File: src/rtl/contador_modulo_ajustable_pkg.sv
// ---------------------------------------------------------------------------
// contador_modulo_ajustable_pkg
// Shared definitions for the adjustable modulo counter:
//   estado_t : auto-repeat FSM states (idle, waiting for hold, repeating)
//   dir_t    : step direction codes (up / down)
// ---------------------------------------------------------------------------
package contador_modulo_ajustable_pkg;

  typedef enum logic [1:0] {
    ST_IDLE   = 2'd0,
    ST_ESPERA = 2'd1,
    ST_REPITE = 2'd2
  } estado_t;

  typedef enum logic {
    DIR_UP   = 1'b0,
    DIR_DOWN = 1'b1
  } dir_t;

endpackage : contador_modulo_ajustable_pkg

File: src/rtl/autorrepeticion_boton.sv
// ---------------------------------------------------------------------------
// autorrepeticion_boton
// Turns two debounced button levels into single-cycle step pulses: one step
// on a fresh press, then after HOLD_CYCLES of continuous holding one step
// every REPEAT_CYCLES until the button is released or the other one joins.
// Ports:
//   clk              in   system clock
//   reset            in   synchronous, active-high reset
//   boton_aumenta    in   "up" button level (synchronised, debounced)
//   boton_disminuye  in   "down" button level (synchronised, debounced)
//   paso             out  1-cycle step request
//   paso_dir         out  direction of the step request
// ---------------------------------------------------------------------------
module autorrepeticion_boton
  import contador_modulo_ajustable_pkg::*;
#(
  parameter int HOLD_CYCLES   = 50_000_000,
  parameter int REPEAT_CYCLES = 10_000_000,
  parameter int TIMER_WIDTH   = 26
) (
  input  logic clk,
  input  logic reset,
  input  logic boton_aumenta,
  input  logic boton_disminuye,
  output logic paso,
  output dir_t paso_dir
);

  localparam logic [TIMER_WIDTH-1:0] HOLD_LAST   = TIMER_WIDTH'(HOLD_CYCLES - 1);
  localparam logic [TIMER_WIDTH-1:0] REPEAT_LAST = TIMER_WIDTH'(REPEAT_CYCLES - 1);

  estado_t                estado, estado_next;
  dir_t                   dir_q, dir_next;
  logic [TIMER_WIDTH-1:0] timer, timer_next;
  logic                   aumenta_prev, disminuye_prev;
  // Blocks new presses until both buttons have been seen low. Armed by a
  // two-button press and by reset while a button is held, so neither case
  // can produce a step without a clean release first.
  logic                   bloqueo, bloqueo_next;
  logic                   boton_latched, boton_otro;

  // NOTE: state registers use non-blocking assignments so every flop
  // samples the pre-edge values of the others, independent of block order.
  always_ff @(posedge clk) begin
    if (reset) begin
      estado         <= ST_IDLE;
      dir_q          <= DIR_UP;
      timer          <= '0;
      aumenta_prev   <= 1'b0;
      disminuye_prev <= 1'b0;
      bloqueo        <= boton_aumenta | boton_disminuye;
    end else begin
      estado         <= estado_next;
      dir_q          <= dir_next;
      timer          <= timer_next;
      aumenta_prev   <= boton_aumenta;
      disminuye_prev <= boton_disminuye;
      bloqueo        <= bloqueo_next;
    end
  end

  assign boton_latched = (dir_q == DIR_UP) ? boton_aumenta   : boton_disminuye;
  assign boton_otro    = (dir_q == DIR_UP) ? boton_disminuye : boton_aumenta;

  always_comb begin
    // NOTE: every output of this block gets a default first; a path that
    // forgets one would otherwise infer a latch.
    estado_next  = estado;
    dir_next     = dir_q;
    timer_next   = timer;
    bloqueo_next = bloqueo;
    paso         = 1'b0;

    unique case (estado)
      ST_IDLE: begin
        if (boton_aumenta && boton_disminuye) begin
          bloqueo_next = 1'b1;
        end else if (!bloqueo && boton_aumenta && !aumenta_prev) begin
          paso        = 1'b1;
          dir_next    = DIR_UP;
          timer_next  = '0;
          estado_next = ST_ESPERA;
        end else if (!bloqueo && boton_disminuye && !disminuye_prev) begin
          paso        = 1'b1;
          dir_next    = DIR_DOWN;
          timer_next  = '0;
          estado_next = ST_ESPERA;
        end
      end

      ST_ESPERA: begin
        if (!boton_latched || boton_otro) begin
          timer_next  = '0;
          estado_next = ST_IDLE;
        end else if (timer == HOLD_LAST) begin
          paso        = 1'b1;
          timer_next  = '0;
          estado_next = ST_REPITE;
        end else begin
          timer_next = timer + 1'b1;
        end
      end

      ST_REPITE: begin
        if (!boton_latched || boton_otro) begin
          timer_next  = '0;
          estado_next = ST_IDLE;
        end else if (timer == REPEAT_LAST) begin
          paso       = 1'b1;
          timer_next = '0;
        end else begin
          timer_next = timer + 1'b1;
        end
      end

      default: begin
        timer_next  = '0;
        estado_next = ST_IDLE;
      end
    endcase

    if (!boton_aumenta && !boton_disminuye) bloqueo_next = 1'b0;
  end

  // In IDLE the step direction is the one being latched this cycle.
  assign paso_dir = dir_next;

endmodule : autorrepeticion_boton

File: src/rtl/contador_modulo_ajustable.sv
// ---------------------------------------------------------------------------
// contador_modulo_ajustable
// Modulo-MODULO up/down counter for the clock/timer datapath. Counts on
// tick_in, can be stepped by two buttons (with auto-repeat) and loaded in
// parallel. Wraps driven by tick_in produce carry/borrow pulses so stages
// can be cascaded.
// Ports:
//   clk              in   system clock
//   reset            in   synchronous, active-high reset
//   tick_in          in   count enable (timebase or lower-stage carry/borrow)
//   direccion        in   tick direction: 0 = up, 1 = down
//   boton_aumenta    in   "up" button level
//   boton_disminuye  in   "down" button level
//   load             in   synchronous load strobe
//   load_value       in   value to load (saturated to MODULO-1)
//   count            out  current count (registered)
//   carry_out        out  1-cycle pulse on tick wrap MODULO-1 -> 0
//   borrow_out       out  1-cycle pulse on tick wrap 0 -> MODULO-1
// Priority per cycle: reset > load > button step > tick.
// ---------------------------------------------------------------------------
module contador_modulo_ajustable
  import contador_modulo_ajustable_pkg::*;
#(
  parameter int MODULO        = 60,
  parameter int WIDTH         = 6,
  parameter int HOLD_CYCLES   = 50_000_000,
  parameter int REPEAT_CYCLES = 10_000_000,
  parameter int TIMER_WIDTH   = 26
) (
  input  logic             clk,
  input  logic             reset,
  input  logic             tick_in,
  input  logic             direccion,
  input  logic             boton_aumenta,
  input  logic             boton_disminuye,
  input  logic             load,
  input  logic [WIDTH-1:0] load_value,
  output logic [WIDTH-1:0] count,
  output logic             carry_out,
  output logic             borrow_out
);

  localparam logic [WIDTH-1:0] MAX_COUNT = WIDTH'(MODULO - 1);
  // One extra bit so MODULO == 2**WIDTH still compares correctly.
  localparam logic [WIDTH:0]   MODULO_W  = (WIDTH + 1)'(MODULO);

  logic paso;
  dir_t paso_dir;

  autorrepeticion_boton #(
    .HOLD_CYCLES  (HOLD_CYCLES),
    .REPEAT_CYCLES(REPEAT_CYCLES),
    .TIMER_WIDTH  (TIMER_WIDTH)
  ) u_autorrepeticion (
    .clk            (clk),
    .reset          (reset),
    .boton_aumenta  (boton_aumenta),
    .boton_disminuye(boton_disminuye),
    .paso           (paso),
    .paso_dir       (paso_dir)
  );

  // Wrap by explicit comparison; the counter range is generally not a
  // power of two, so natural WIDTH overflow cannot be relied on.
  function automatic logic [WIDTH-1:0] paso_arriba(input logic [WIDTH-1:0] v);
    return (v == MAX_COUNT) ? '0 : v + 1'b1;
  endfunction

  function automatic logic [WIDTH-1:0] paso_abajo(input logic [WIDTH-1:0] v);
    return (v == '0) ? MAX_COUNT : v - 1'b1;
  endfunction

  always_ff @(posedge clk) begin
    if (reset) begin
      count      <= '0;
      carry_out  <= 1'b0;
      borrow_out <= 1'b0;
    end else begin
      carry_out  <= 1'b0;
      borrow_out <= 1'b0;
      if (load) begin
        count <= ({1'b0, load_value} >= MODULO_W) ? MAX_COUNT : load_value;
      end else if (paso) begin
        count <= (paso_dir == DIR_DOWN) ? paso_abajo(count) : paso_arriba(count);
      end else if (tick_in) begin
        if (direccion) begin
          count      <= paso_abajo(count);
          borrow_out <= (count == '0);
        end else begin
          count     <= paso_arriba(count);
          carry_out <= (count == MAX_COUNT);
        end
      end
    end
  end

endmodule : contador_modulo_ajustable

File: config.mk
export PLATFORM = sky130hd
export DESIGN_NAME = contador_modulo_ajustable
export DESIGN_NICKNAME = d
export VERILOG_FILES = /design/src/rtl/contador_modulo_ajustable_pkg.sv /design/src/rtl/autorrepeticion_boton.sv /design/src/rtl/contador_modulo_ajustable.sv
export SDC_FILE = /design/constraint.sdc
export NUM_CORES = 1
export LEC_CHECK = 0
export CAP_MARGIN = 20
export CORE_MARGIN = 8
export CORE_UTILIZATION = 50
export CTS_CLUSTER_DIAMETER = 30
export DETAILED_ROUTE_END_ITERATION = 8
export PLACE_DENSITY = 0.72
export SYNTH_ARGS = -nofsm -noshare
export SYNTH_HDL_FRONTEND = slang
export SYNTH_SLANG_ARGS = --single-unit
File: constraint.sdc
create_clock -name clk -period 2.7 [get_ports clk]
set_clock_uncertainty 0.05 [all_clocks]
set_input_delay 0.27 -clock clk [delete_from_list [all_inputs] [get_ports clk]]
set_output_delay 0.27 -clock clk [all_outputs]
set_load 0.1 [all_outputs]
; ---- After elaboration in Yosys (flattened, before gate mapping)
; Cells that the tools add are included.
[totals]
output_inout_bits = 8
wordCells = 89
register_bits = 40
inputBits = 13
[op_classes]
bitwise_logic = 3
magnitude_cmp = 1
add_sub_neg = 3
eq_ne = 9
n_reduce_logical = 23
mux = 41
[op_table]
columns = cell, n
row1 = 26-bit 2-to-1 mux, 7
row2 = 26-bit one-hot mux with 3 select lines, 1
row3 = 6-bit 2-to-1 mux, 8
row4 = 26-bit by 1-bit adder with 26-bit output (second input constant), 1
row5 = 26-bit by 24-bit == test with 1-bit output (second input constant), 1
row6 = 26-bit == test (second input constant), 1
row7 = 1-bit 2-to-1 mux, 17
row8 = 2-bit 2-to-1 mux, 6
row9 = 5-bit OR reduction, 2
row10 = 3-bit nonzero test, 3
row11 = 6-bit by 1-bit adder with 6-bit output (second input constant), 1
row12 = 6-bit == test (second input constant), 1
row13 = 6-bit greater-or-equal comparator (second input constant), 1
row14 = 1-bit logical AND, 6
row15 = 1-bit logical NOT, 6
row16 = 6-bit logical NOT, 1
row17 = 3-bit by 1-bit inequality test with 1-bit output (second input constant), 2
row18 = 2-bit one-hot mux with 3 select lines, 1
row19 = 6-bit by 1-bit subtractor with 6-bit output (second input constant), 1
row20 = 2-bit AND reduction, 2
row21 = 4-bit AND reduction, 1
row22 = 1-bit one-hot mux with 3 select lines, 1
row23 = 2-bit by 1-bit == test with 1-bit output (second input constant), 1
row24 = 2-bit == test (second input constant), 1
row25 = 6 further kinds, 7

; ---- Longest topological paths before layout
; Gate-level depths: netlist of the first run.
[logic_depth]
ltp_word = 10
depth_mapped = 9
depth_no_buf = 9

; ---- By module
; From an unflattened synthesis of the first run, not the netlist that was laid out.
[unflattened]
cells_unflattened = 321
hier_area_um2 = 2514.9
[modules_own_cells]
columns = mod, cells_each, area_each_um2, seq_area_each_um2, instances
row1 = autorrepeticion_boton, 225, 1798.0, 650.6, 1
row2 = contador_modulo_ajustable, 96, 716.9, 160.2, 1

; ---- Worst setup path before layout of the first run
; Ideal clock, no wire load.
[synth_path]
kind = register -> register
start = register count[0]
end = register count[2]
required_time_ns = 2.564
setup_slack_ns = -0.197
setup_ns = 0.086
period_less_slack_ns = 2.897
path_buffers = 0
stages_incl_launch_ff = 8
arrival_ns = 2.761
path_cell_list = dfxtp_1 > inv_1 > ha_1 > and3b_1 > or2_2 > mux4_2 > a21o_1 > a211oi_1
[synth_via]
elab_chain_cells = 6
word_cells_on_any_way = 11
cone_classes = add/sub (2) / eq/ne (1) / mux (7) / reduce/logical (1)
[synth_lines]
columns = item, line
row1 = from (decl), contador_modulo_ajustable.sv:38  ; output logic [WIDTH-1:0] count,
row2 = from (signal assigned), contador_modulo_ajustable.sv:82  ; count <= ({1'b0, load_value} >= MODULO_W) ? MAX_COUNT : load_value;
row3 = from (signal assigned), contador_modulo_ajustable.sv:84  ; count <= (paso_dir == DIR_DOWN) ? paso_abajo(count) : paso_arriba(count);
row4 = from (signal assigned), contador_modulo_ajustable.sv:87  ; count <= paso_abajo(count);
row5 = "6-bit by 1-bit adder with 6-bit output, or another cell as far along", contador_modulo_ajustable.sv:66  ; return (v == MAX_COUNT) ? '0 : v + 1'b1;
row6 = "6-bit 2-to-1 mux, on equally long branches", "contador_modulo_ajustable.sv:66, contador_modulo_ajustable.sv:70"
row7 = 6-bit 2-to-1 mux, contador_modulo_ajustable.sv:86  ; if (direccion) begin
row8 = 6-bit 2-to-1 mux, contador_modulo_ajustable.sv:85  ; end else if (tick_in) begin
row9 = 6-bit 2-to-1 mux *, contador_modulo_ajustable.sv:83  ; end else if (paso) begin
row10 = 6-bit 2-to-1 mux *, contador_modulo_ajustable.sv:81  ; if (load) begin
; Mark *: on every way between the ends. The rest lies on a longest branch, timed or not. The select of a mux whose other input is x is not followed.
; A chain may end at the register's enable or synchronous reset.

; ---- Final worst setup path of the first run
[layout_path]
start = register u_autorrepeticion.estado[0]
end = register count[2]
[layout_via]
elab_chain_cells = 5
word_cells_on_any_way = 9
cone_classes = eq/ne (2) / mux (5) / reduce/logical (2)
[layout_lines]
columns = item, line
row1 = from (decl), autorrepeticion_boton.sv:32  ; estado_t estado, estado_next;
row2 = from (signal assigned), autorrepeticion_boton.sv:53  ; estado <= estado_next;
row3 = 2-bit logical NOT, autorrepeticion_boton.sv:74  ; unique case (estado)
row4 = 1-bit 2-to-1 mux, autorrepeticion_boton.sv:74
row5 = 6-bit 2-to-1 mux, contador_modulo_ajustable.sv:84
row6 = 6-bit 2-to-1 mux, contador_modulo_ajustable.sv:83
row7 = 6-bit 2-to-1 mux, contador_modulo_ajustable.sv:81
; Parallel ways exist; a longest one is shown, timed or not.

==> reports/metrics.cfg, run 1 <==
[setup_path]
cp.required_ns=2.85
cp_slowest_cell=mux4_2
r2r_slack_ns=0.16
crit_type=flip-flop to flip-flop
cp_num_buf_inv=1
reg2reg_depth=8
cp-start-kind=flip-flop
cp_cell_sequence=inv_1, ha_1, or4b_1, a21boi_1, or2_1, mux4_2, a21o_1, a211oi_1
path_delay_family=compound AO/OA/AOI/OAI gates
path_max_fanout=4
cp_slowest_stage_delay_ns=0.51
endpoint_kind=flip-flop
r2r_end=count[2]
r2r_start=u_autorrepeticion.estado[0]
crit_arrival_ns=2.69

[grt]
grt_use_total=0.158
grt_overflow=0
grt_pass1_wl_mm=9.44
grt_max_degree=27
grt_pass1_vias=2090
antenna_found_initial=0

[routing]
drt-initial-drc-count=76
num_vias=2081
remaining_drc_errors=0
detail_route.wl_per_cell_um=14.7
via_per_inst=5.59
drt_pass1_iterations=4
antenna_left=0
drt_wl_total_mm=5.48

[finish]
fin_cells=372
layout-drive-gt1-share=0.142
nets=338
fill_cells=418
area_growth_pct=17.7
final_area_um2=2800
diodes=0
fin_util=0.602

[cts]
insertion_delay_ns=0.30
cts.sinks=40
cts_tree=built
cts_root_buffer=clkbuf_8
h-tree-depth=2
clk_pin_slew_ns=0.09
clockBufferDepth=2
cts_buffers=5
post-cts-setup-buffers=0
hold_buffers=0
post_cts_resized=0

[floorplan]
die_y_um=85.0
core_um2=4660
die_area_um2=7230
die_x_um=85.0
num_rows=25
io_pins=21
initial_core_util=0.511

[synth]
yosys_warnings=0
yosys.area_share.simple=0.324
synth_top_family_by_area=simple AND/OR/NAND/NOR gates
synthesis.area_um2=2380
syn_nets=308
yosys-top-cells-area=dfxtp_1 (33%), nor2_1 (8.4%), xnor2_1 (5.1%)
synthMuxAreaShare=0.0488
async_reset_ff_frac=0
synth_top_area_cell=dfxtp_1
syn_inst=287
synth_flop_cell=dfxtp_1
synth-edff-count=1
synthAdderAreaFrac=0.0420
synth_compound_area_frac=0.116
yosys_register_bits=40
synthXorXnorAreaFrac=0.0993
avgSynthCellArea_um2=8.30
ys_seq_area_frac=0.340
synth_top_area_frac=0.328
synth.distinct_cells=53

[place]
dpl_cell_area_um2=2690
dp.cells=364
hpwl_mm=3.97
io_buffers=20
post-place-ws_ns=0.0299
place.gp.congestion=0.825

[timing]
fin_crit_sh=0.942
max_slew_margin=0.680
holdWs_ns=0.467
rsz0062_at_grt=false
worst_pin_slew_ns=0.479
drv_slew=0
layout_min_cycle_time_ns=2.54
fmax_mhz=393
hold_viol_final=0
setup_viol=0
worst_slack_ns=0.158
setup-tns-final_ns=0

[worst_hold_path]
hold_path.class=flip-flop to flip-flop
min_to=u_autorrepeticion.estado[1]
holdCritStartpoint=u_autorrepeticion.estado[1]
hold_path_depth=2

[pwr]
cellPowerDensity_nw_per_um2=551
finalPower_mw=1.54
total_leakage_power_nw=1.08
peakVddDrop_uv=277

[outcome]
status=finished clean

[flow_run]
cap_viol_max_count=0

[worst min-delay path, cell delays in order, from the launching register on]
cell and delay, ns:
dfxtp_1 0.35, nand2_1 0.07, a21oi_1 0.06
[sequential cells by signal, indices dropped and copies added, names as in the netlist]
name	count
u_autorrepeticion.aumenta_prev	1
u_autorrepeticion.dir_q	1
count	6
u_autorrepeticion.estado	2
u_autorrepeticion.timer	26
borrow_out	1
u_autorrepeticion.disminuye_prev	1
carry_out	1
u_autorrepeticion.bloqueo	1
[cell usage after synthesis, types with 3 or more instances]
cell type,number
and3_1,11
nand3_1,13
nand2b_1,5
xor2_1,13
and4_1,3
nor3b_1,3
o41ai_1,3
nor3_1,5
mux2i_1,3
nor2_1,53
or2_2,3
buf_2,4
a21oi_1,7
o21ai_0,4
xnor2_1,14
and3b_1,3
nand2_1,27
and2_1,4
nand4_1,5
ha_1,8
inv_1,9
a31oi_1,3
nor4b_1,3
dfxtp_1,39
or3_1,3
o21ai_1,3
[per-layer routing]
metal / vias up / GRT usage / part of all wire
li1: 1061 / - / -
met1: 966 / 0.182 / 0.46
met2: 40 / 0.268 / 0.47
met3: 14 / 0.0367 / 0.041
met4: 0 / 0.0712 / 0.024
met5: - / 0 / 0
[kinds of logic (layout without fill, tap and decap cells)]
logic type | count (synthesis) | in the layout
simple gates | 151 | 151
mux | 7 | 7
compound gates | 37 | 37
fa+ha+maj | 8 | 8
buf+inv | 17 | 48
flops | 40 | 40
xor+xnor | 27 | 27
[worst max path at each step]
stage	from	end	slack, ns	cells past startpoint
floorplan	count[5]	count[2]	0.12	5
global placement	boton_disminuye	count[2]	0.07	7
detailed placement	boton_disminuye	count[2]	0.03	7
CTS	u_autorrepeticion.estado[0]	count[2]	0.17	8
global route	u_autorrepeticion.estado[1]	count[2]	0.03	8
finish	u_autorrepeticion.estado[0]	count[2]	0.16	8
[report_power, final]
part | internal (mW) | switching [mW] | total [mW]
clock network | 0.275 | 0.228 | 0.502
logic | 0.156 | 0.241 | 0.396
registers | 0.616 | 0.0303 | 0.646
total | 1.05 | 0.499 | 1.54
[area by class of cell]
| type | instances | area [um^2] | share of cell area |
|---|---|---|---|
| clock inverters | 3 | 41.3 | 0.0147 |
| flip-flops and latches | 40 | 817 | 0.291 |
| clock buffers | 5 | 68.8 | 0.0245 |
| well taps | 54 | 67.6 | 0.0241 |
| repair buffers | 31 | 275 | 0.0982 |
| inverters | 9 | 33.8 | 0.0120 |
| multi-input cells | 230 | 1500 | 0.535 |
[placed cells by master (no fill, tap or decap), types with 4 or more instances in the layout]
cell,synthesis,layout
o21ai_0,4,4
nand2b_1,5,5
dfxtp_2,0,5
xnor2_1,14,14
xor2_1,13,13
nand2_1,27,27
inv_1,9,9
nor2_1,53,53
a21oi_1,7,7
nand4_1,5,5
ha_1,8,8
and3_1,11,11
nand3_1,13,13
and2_1,4,4
clkbuf_8,0,5
buf_4,0,18
clkdlybuf4s50_1,0,12
dfxtp_1,39,34
nor3_1,5,5
Power figures use the tool's default switching activity.
==> inputs of run 2 (changes only) <==
- CTS_CLUSTER_SIZE: unset -> 20
- SKIP_CTS_REPAIR_TIMING: unset -> 1
==> results of run 2 <==
No change in the layout: final DEF, timing and power equal those of run 1.
